<file path="config.mk">
export PLATFORM = sky130hd
export DESIGN_NAME = bg_cfg_arbiter_flat
export DESIGN_NICKNAME = d
export VERILOG_FILES = /design/src/rtl/bg_cfg_arbiter_if.sv /design/src/rtl/bg_cfg_arbiter.sv /design/src/flat_wrapper.sv
export SDC_FILE = /design/constraint.sdc
export NUM_CORES = 1
export LEC_CHECK = 0
export ABC_CLOCK_PERIOD_IN_PS = 1300
export CORE_UTILIZATION = 37
export DETAILED_ROUTE_END_ITERATION = 6
export PLACE_DENSITY_LB_ADDON = 0.05
export SLEW_MARGIN = 20
export SYNTH_ARGS = -nofsm -noshare
export SYNTH_HDL_FRONTEND = slang
export SYNTH_SLANG_ARGS = --single-unit
</file>
<file path="constraint.sdc">
create_clock -name clk -period 1.3 [get_ports clk]
set_input_delay 0.195 -clock clk [delete_from_list [all_inputs] [get_ports clk]]
set_output_delay 0.195 -clock clk [all_outputs]
set_load 0.1 [all_outputs]
</file>
<file path="src/rtl/bg_cfg_arbiter_if.sv">
// Bus between the control FSMs and the background colour arbiter.
// The FSMs (master) raise update requests with per-requester colour slices.
// The arbiter (slave) returns the acknowledge, the commit status and the active colours.
interface bg_cfg_arbiter_if #(
  parameter int N_REQ = 2
);
  logic                  vblnk;
  logic [N_REQ-1:0]      req;
  logic [N_REQ*12-1:0]   cfg_felt;
  logic [N_REQ*12-1:0]   cfg_border;
  logic [N_REQ*12-1:0]   cfg_outer;
  logic [N_REQ-1:0]      ack;
  logic                  commit_done;
  logic                  pending;
  logic [11:0]           felt_rgb;
  logic [11:0]           border_rgb;
  logic [11:0]           outer_rgb;
  logic [15:0]           frame_cnt;

  modport master (
    output vblnk, req, cfg_felt, cfg_border, cfg_outer,
    input  ack, commit_done, pending, felt_rgb, border_rgb, outer_rgb, frame_cnt
  );

  modport slave (
    input  vblnk, req, cfg_felt, cfg_border, cfg_outer,
    output ack, commit_done, pending, felt_rgb, border_rgb, outer_rgb, frame_cnt
  );
endinterface

</file>
<file path="src/rtl/bg_cfg_arbiter.sv">
// Background colour configuration owner.
// Update requests are arbitrated round-robin, and the winner's colours are latched into a shadow register.
// The shadow is copied to the active colours only after a rising edge of vblnk, so the drawing stage never sees a mid-frame change.
module bg_cfg_arbiter #(
  parameter int          N_REQ      = 2,
  parameter logic [11:0] DEF_FELT   = 12'h0a0,
  parameter logic [11:0] DEF_BORDER = 12'hfa5,
  parameter logic [11:0] DEF_OUTER  = 12'h080
) (
  input  logic               clk,
  input  logic               rst,
  bg_cfg_arbiter_if.slave    bus
);

  localparam int PTR_W = (N_REQ > 1) ? $clog2(N_REQ) : 1;

  typedef enum logic [1:0] {
    ST_IDLE   = 2'd0,
    ST_HOLD   = 2'd1,
    ST_COMMIT = 2'd2
  } state_t;

  state_t             r_state;
  state_t             w_state_nxt;

  logic               r_vblnk_d;
  logic               w_vb_rise;
  logic [15:0]        r_frame_cnt;

  logic [PTR_W-1:0]   r_rr_ptr;
  logic [PTR_W-1:0]   w_rr_ptr_nxt;
  logic [N_REQ-1:0]   w_req_rot;
  logic               w_found;
  int                 w_win;
  logic [N_REQ-1:0]   w_ack_nxt;
  logic [11:0]        w_sel_felt;
  logic [11:0]        w_sel_border;
  logic [11:0]        w_sel_outer;

  logic               w_take;
  logic               w_commit;

  logic [N_REQ-1:0]   r_ack;
  logic               r_commit_done;
  logic               r_pending;
  logic [11:0]        r_sh_felt;
  logic [11:0]        r_sh_border;
  logic [11:0]        r_sh_outer;
  logic [11:0]        r_felt;
  logic [11:0]        r_border;
  logic [11:0]        r_outer;

  assign w_vb_rise = bus.vblnk & ~r_vblnk_d;

  // Round-robin winner: rotate req so rr_ptr sits at bit 0, then take the lowest set bit.
  always_comb begin
    w_req_rot    = N_REQ'({bus.req, bus.req} >> r_rr_ptr);
    w_found      = 1'b0;
    w_win        = 0;
    w_ack_nxt    = '0;
    w_rr_ptr_nxt = r_rr_ptr;
    w_sel_felt   = '0;
    w_sel_border = '0;
    w_sel_outer  = '0;
    for (int k = 0; k < N_REQ; k++) begin
      if (!w_found && w_req_rot[k]) begin
        w_found = 1'b1;
        w_win   = (int'(r_rr_ptr) + k) % N_REQ;
      end
    end
    if (w_found) begin
      w_ack_nxt    = N_REQ'(1) << w_win;
      w_rr_ptr_nxt = PTR_W'((w_win + 1) % N_REQ);
      w_sel_felt   = 12'(bus.cfg_felt   >> (12 * w_win));
      w_sel_border = 12'(bus.cfg_border >> (12 * w_win));
      w_sel_outer  = 12'(bus.cfg_outer  >> (12 * w_win));
    end
  end

  // FSM next state. Acceptance is only possible in IDLE, and a vb_rise only matters in HOLD.
  always_comb begin
    w_state_nxt = r_state;
    w_take      = 1'b0;
    w_commit    = 1'b0;
    case (r_state)
      ST_IDLE: begin
        if (w_found) begin
          w_take      = 1'b1;
          w_state_nxt = ST_HOLD;
        end
      end
      ST_HOLD: begin
        if (w_vb_rise) begin
          w_state_nxt = ST_COMMIT;
        end
      end
      ST_COMMIT: begin
        w_commit    = 1'b1;
        w_state_nxt = ST_IDLE;
      end
      default: w_state_nxt = ST_IDLE;
    endcase
  end

  // FSM state register.
  always_ff @(posedge clk) begin
    if (rst) r_state <= ST_IDLE;
    else     r_state <= w_state_nxt;
  end

  // vblnk edge history and frame counter.
  // The history resets high so a vblnk already high at reset release is not seen as an edge.
  always_ff @(posedge clk) begin
    if (rst) begin
      r_vblnk_d   <= 1'b1;
      r_frame_cnt <= '0;
    end else begin
      r_vblnk_d <= bus.vblnk;
      if (w_vb_rise) r_frame_cnt <= r_frame_cnt + 16'd1;
    end
  end

  // Handshake pulses, round-robin pointer and shadow capture of the winner's colours.
  always_ff @(posedge clk) begin
    if (rst) begin
      r_ack         <= '0;
      r_commit_done <= 1'b0;
      r_pending     <= 1'b0;
      r_rr_ptr      <= '0;
      r_sh_felt     <= DEF_FELT;
      r_sh_border   <= DEF_BORDER;
      r_sh_outer    <= DEF_OUTER;
    end else begin
      r_ack         <= w_take ? w_ack_nxt : '0;
      r_commit_done <= w_commit;
      if (w_take) begin
        r_pending   <= 1'b1;
        r_rr_ptr    <= w_rr_ptr_nxt;
        r_sh_felt   <= w_sel_felt;
        r_sh_border <= w_sel_border;
        r_sh_outer  <= w_sel_outer;
      end else if (w_commit) begin
        r_pending   <= 1'b0;
      end
    end
  end

  // Active colours: loaded from the shadow only when leaving COMMIT.
  always_ff @(posedge clk) begin
    if (rst) begin
      r_felt   <= DEF_FELT;
      r_border <= DEF_BORDER;
      r_outer  <= DEF_OUTER;
    end else if (w_commit) begin
      r_felt   <= r_sh_felt;
      r_border <= r_sh_border;
      r_outer  <= r_sh_outer;
    end
  end

  assign bus.ack         = r_ack;
  assign bus.commit_done = r_commit_done;
  assign bus.pending     = r_pending;
  assign bus.felt_rgb    = r_felt;
  assign bus.border_rgb  = r_border;
  assign bus.outer_rgb   = r_outer;
  assign bus.frame_cnt   = r_frame_cnt;

endmodule

</file>
<file path="src/flat_wrapper.sv">
// flat-port wrapper written by rule: the top's interface ports become plain ports
module bg_cfg_arbiter_flat 
#(
  parameter int          N_REQ      = 2,
  parameter logic [11:0] DEF_FELT   = 12'h0a0,
  parameter logic [11:0] DEF_BORDER = 12'hfa5,
  parameter logic [11:0] DEF_OUTER  = 12'h080
)
  (clk, rst, bus_vblnk, bus_req, bus_cfg_felt, bus_cfg_border, bus_cfg_outer, bus_ack, bus_commit_done, bus_pending, bus_felt_rgb, bus_border_rgb, bus_outer_rgb, bus_frame_cnt);
  bg_cfg_arbiter_if #(.N_REQ(N_REQ)) bus_i ();
  input  logic clk;
  input  logic rst;
  input wire logic [$bits(bus_i.vblnk)-1:0] bus_vblnk;
  input wire logic [$bits(bus_i.req)-1:0] bus_req;
  input wire logic [$bits(bus_i.cfg_felt)-1:0] bus_cfg_felt;
  input wire logic [$bits(bus_i.cfg_border)-1:0] bus_cfg_border;
  input wire logic [$bits(bus_i.cfg_outer)-1:0] bus_cfg_outer;
  output wire logic [$bits(bus_i.ack)-1:0] bus_ack;
  output wire logic [$bits(bus_i.commit_done)-1:0] bus_commit_done;
  output wire logic [$bits(bus_i.pending)-1:0] bus_pending;
  output wire logic [$bits(bus_i.felt_rgb)-1:0] bus_felt_rgb;
  output wire logic [$bits(bus_i.border_rgb)-1:0] bus_border_rgb;
  output wire logic [$bits(bus_i.outer_rgb)-1:0] bus_outer_rgb;
  output wire logic [$bits(bus_i.frame_cnt)-1:0] bus_frame_cnt;
  assign bus_i.vblnk = bus_vblnk;
  assign bus_i.req = bus_req;
  assign bus_i.cfg_felt = bus_cfg_felt;
  assign bus_i.cfg_border = bus_cfg_border;
  assign bus_i.cfg_outer = bus_cfg_outer;
  assign bus_ack = bus_i.ack;
  assign bus_commit_done = bus_i.commit_done;
  assign bus_pending = bus_i.pending;
  assign bus_felt_rgb = bus_i.felt_rgb;
  assign bus_border_rgb = bus_i.border_rgb;
  assign bus_outer_rgb = bus_i.outer_rgb;
  assign bus_frame_cnt = bus_i.frame_cnt;
  bg_cfg_arbiter #(.N_REQ(N_REQ), .DEF_FELT(DEF_FELT), .DEF_BORDER(DEF_BORDER), .DEF_OUTER(DEF_OUTER)) u_core (.clk(clk), .rst(rst), .bus(bus_i));
endmodule
</file>
==> results.tsv <==
stage	metric	value	unit
clock_network	numCtsBuffers	9	
logic_synthesis	synth_cell_type_count	39	
logic_synthesis	synth_area_per_cell	8.890	sq um
sta	worstMarginPinSlew	0.3122	ns
global_routing	grt_pass1_vias	3376	
worst_setup_path	cpPeakStageDelay	0.33	ns
logic_synthesis	synthesis.area	3814	sq um
power	internal-power	4.537	mW
clock_network	hold_buffers	0	
die	die_area	10720	sq um
die	fp.coreArea	9864	sq um
route	vias	3510	
final_layout	area_growth	72.90	%
power	combPwrFrac	17.8	%
sta	setup_tns	-0.1724	ns
status	status	finished, violations left	
sta	hold_viol	0	
sta	slew_headroom	79.12	%
sta	whs	0.2712	ns
clock_network	htreeDepth	3	
clock_network	clock_sinks	96	
power	power.switching	1.645	mW
worst_setup_path	cp.arrival	1.61	ns
placed_design	port_buffers	132	
clock_network	clk-insertion-delay-late	0.35	ns
logic_synthesis	synth_cells	429	
final_layout	mostFrequentLayoutCells	nand2_1 (92), dfxtp_1 (79), clkdlybuf4s50_1 (73), buf_12 (66), nor2_1 (42)	
die	die_h	103.5	microns
clock_network	tritoncts	built	
sta	skew	0.009990	ns
placed_design	dp_hpwl	6.707	mm
sta	worst_slack	-0.06645	ns
clock_network	clk_path_buf_depth	2	
global_routing	grt_max_degree	46	
route	routed_via_density	4.841	
worst_setup_path	crit_chain	and4b_4 > and2_4 > and3_1 > mux2_4	
logic_synthesis	yosys.area.top_type	dfxtp_1	
route	wl	9.870	mm
power	p_per_area	937.6	nW/um^2
logic_synthesis	ys_ff_latch	96	
sta	maxSlewViolCount	0	
route	dr.pass1.iters	6	
logic_synthesis	netlist.area_leader.share	50.39	%
sta	final-setup-viol-count	6	
logic_synthesis	yosysWarnings	0	
worst_setup_path	required	1.54	ns
power	peakVddDrop	0.7342	mV
power	leakage	2.697	nW
worst_setup_path	crit_path_end_kind	flop	
clock_network	root_buffer	clkbuf_8	
global_routing	grt_pass1_wl	16.05	mm
route	drc	0	
final_layout	antenna_cells	0	
die	die_x	103.5	microns
final_layout	layout.nets	666	
route	wl_per_cell	13.61	microns
global_routing	grt_usage	18.43	%
power	power	6.182	mW
worst_setup_path	cp-start-kind	flop	
status	violations	negative setup slack	
final_layout	layout.cells.most_common	nand2_1	
worst_setup_path	crit_type	flop to flop	
die	core.rowCount	36	
final_layout	drive_gt1_share	26.86	%
route	drt_iter0_drc	99	
global_routing	grt_overflow	0	
job	drv_cap	0	
die	io_pins	133	
power	switching_share	26.62	%
worst_setup_path	slowest_stage	dfxtp_2	
sta	post-route-min-period	1.366	ns
route	postRouteAntennaNets	0	
sta	fin_crit_sh	105.1	%
logic_synthesis	ys_seq_area_share	50.39	%
clock_network	clkSlewWorstSetupHoldPaths	0.09	ns
worst_hold_path	worstHoldPathType	input port to flop	
power	clock_power_share	31.2	%
worst_setup_path	crit_fanout	3	
placed_design	finalWeightedCongestion	0.7252	
power	p_seq_share	51.0	%
placed_design	place_ws	-0.3755	ns
sta	rsz0062_at_grt	true	
final_layout	fill_cells	784	
logic_synthesis	synth.top_cells.by_area	dfxtp_1 (50%), mux2i_1 (9.4%), nand2_1 (9.1%)	
die	initial_utilization	38.66	%
sta	fmax	731.8	MHz
global_routing	antenna_found_initial	0	
logic_synthesis	syn_nets	507	
==> per-stage QoR <==
stage | cell area [sq um] | instances | utilization (%)
global placement | 6203 | 704 | 62.89
CTS | 6436 | 721 | 65.25
detailed placement | 6203 | 704 | 62.89
global route | 6594 | 725 | 66.84
finish | 6594 | 725 | 66.84
floorplan | 3872 | 429 | -
==> critical path, delay by kind of cell (launching register included) <==
| kind | cells | cell delay [ns] |
|---|---|---|
| AND/OR/NAND/NOR | 3 | 0.62 |
| flip-flops | 1 | 0.33 |
| multiplexers | 1 | 0.30 |
==> area by class of cell <==
type | count | area, sq um | share of cell area, %
multi-input cells | 300 | 1837 | 27.86
repair buffers | 178 | 2416 | 36.64
flip-flops and latches | 96 | 1978 | 30.00
clock inverters | 5 | 57.56 | 0.8729
clock buffers | 10 | 127.6 | 1.935
well taps | 133 | 166.4 | 2.524
inverters | 3 | 11.26 | 0.1708
==> routing by layer <==
metal	global-route usage [%]	vias up	wire, microns
met5	0	-	0
met4	6.522	0	108
met3	3.965	8	552
met2	31.11	95	4760
met1	23.13	1624	4449
li1	-	1783	-
==> cells in the mapped netlist <==
cell	n
buf_2	10
inv_1	3
nor3_1	4
and2_2	1
nand3_4	1
nor2b_1	2
ha_1	1
o21ai_0	1
o21a_1	1
nor4_1	2
or2_2	1
mux2_1	1
and2b_1	1
a211oi_1	25
nor2_1	44
and4b_4	1
nor4b_1	1
xor2_1	5
buf_4	2
mux2i_1	36
nand2_1	92
a21oi_1	31
a31o_2	2
nand2b_1	2
nand3b_1	2
xnor2_1	6
dfxtp_1	96
o21ai_2	1
buf_1	3
nor3_2	1
and2_1	2
nand4_1	5
nand3_1	12
clkbuf_1	13
o211ai_1	11
and3_1	3
buf_6	2
or3_1	1
o21ai_1	1
==> flip-flops by register name, indices dropped and copies added, names as in the netlist <==
register                flops
u_core.bus.outer_rgb       12
u_core.bus.felt_rgb        12
u_core.r_sh_border         12
u_core.bus.frame_cnt       16
u_core.bus.ack              2
u_core.bus.commit_done      1
u_core.bus.border_rgb      12
u_core.r_sh_felt           12
u_core.r_sh_outer          12
u_core.r_rr_ptr             1
u_core.r_vblnk_d            1
u_core.bus.pending          1
u_core.r_state              2
==> cells by family after synthesis <==
family	share of synthesized area [%]
AOI/OAI and AO/OA	12.30
xor gates and xnor gates	2.526
adders and majority gates	0.3280
buffers and inverters	4.167
DFF	50.39
muxes	9.744
and+or+nand+nor	20.54
==> repair_timing <==
action,4_1_cts,5_1_grt
cloned,0,3
endpoints found under the setup margin,7,29
buffers inserted,2,1
resized for setup,7,15
pin swaps,7,5
==> power groups by stage <==
stage | clock network [mW] | logic, mW | registers (mW)
after CTS | 1.97 | 1.04 | 3.15
after floorplan | 0 | 0.431 | 3.33
final | 1.93 | 1.10 | 3.15
after detailed placement | 0 | 1.04 | 3.22
after global routing | 2.07 | 1.19 | 3.17
after global placement | 0 | 1.02 | 3.21
==> final timing paths <==
check | from | endpoint | slack [ns] | cells after the start
worst max-delay path | u_core.r_vblnk_d$_SDFF_PP1_ | u_core.bus.frame_cnt[15]$_SDFFE_PP0P_ | -0.07 | 4
worst min-delay path | rst | u_core.bus.frame_cnt[11]$_SDFFE_PP0P_ | 0.27 | 3
worst max register to register | u_core.r_vblnk_d$_SDFF_PP1_ | u_core.bus.frame_cnt[15]$_SDFFE_PP0P_ | -0.07 | 4
worst min register to register | u_core.r_sh_outer[9]$_SDFFE_PP0P_ | u_core.bus.outer_rgb[9]$_SDFFE_PP0P_ | 0.45 | 2
Note: power is estimated with default switching activity, not from simulation.
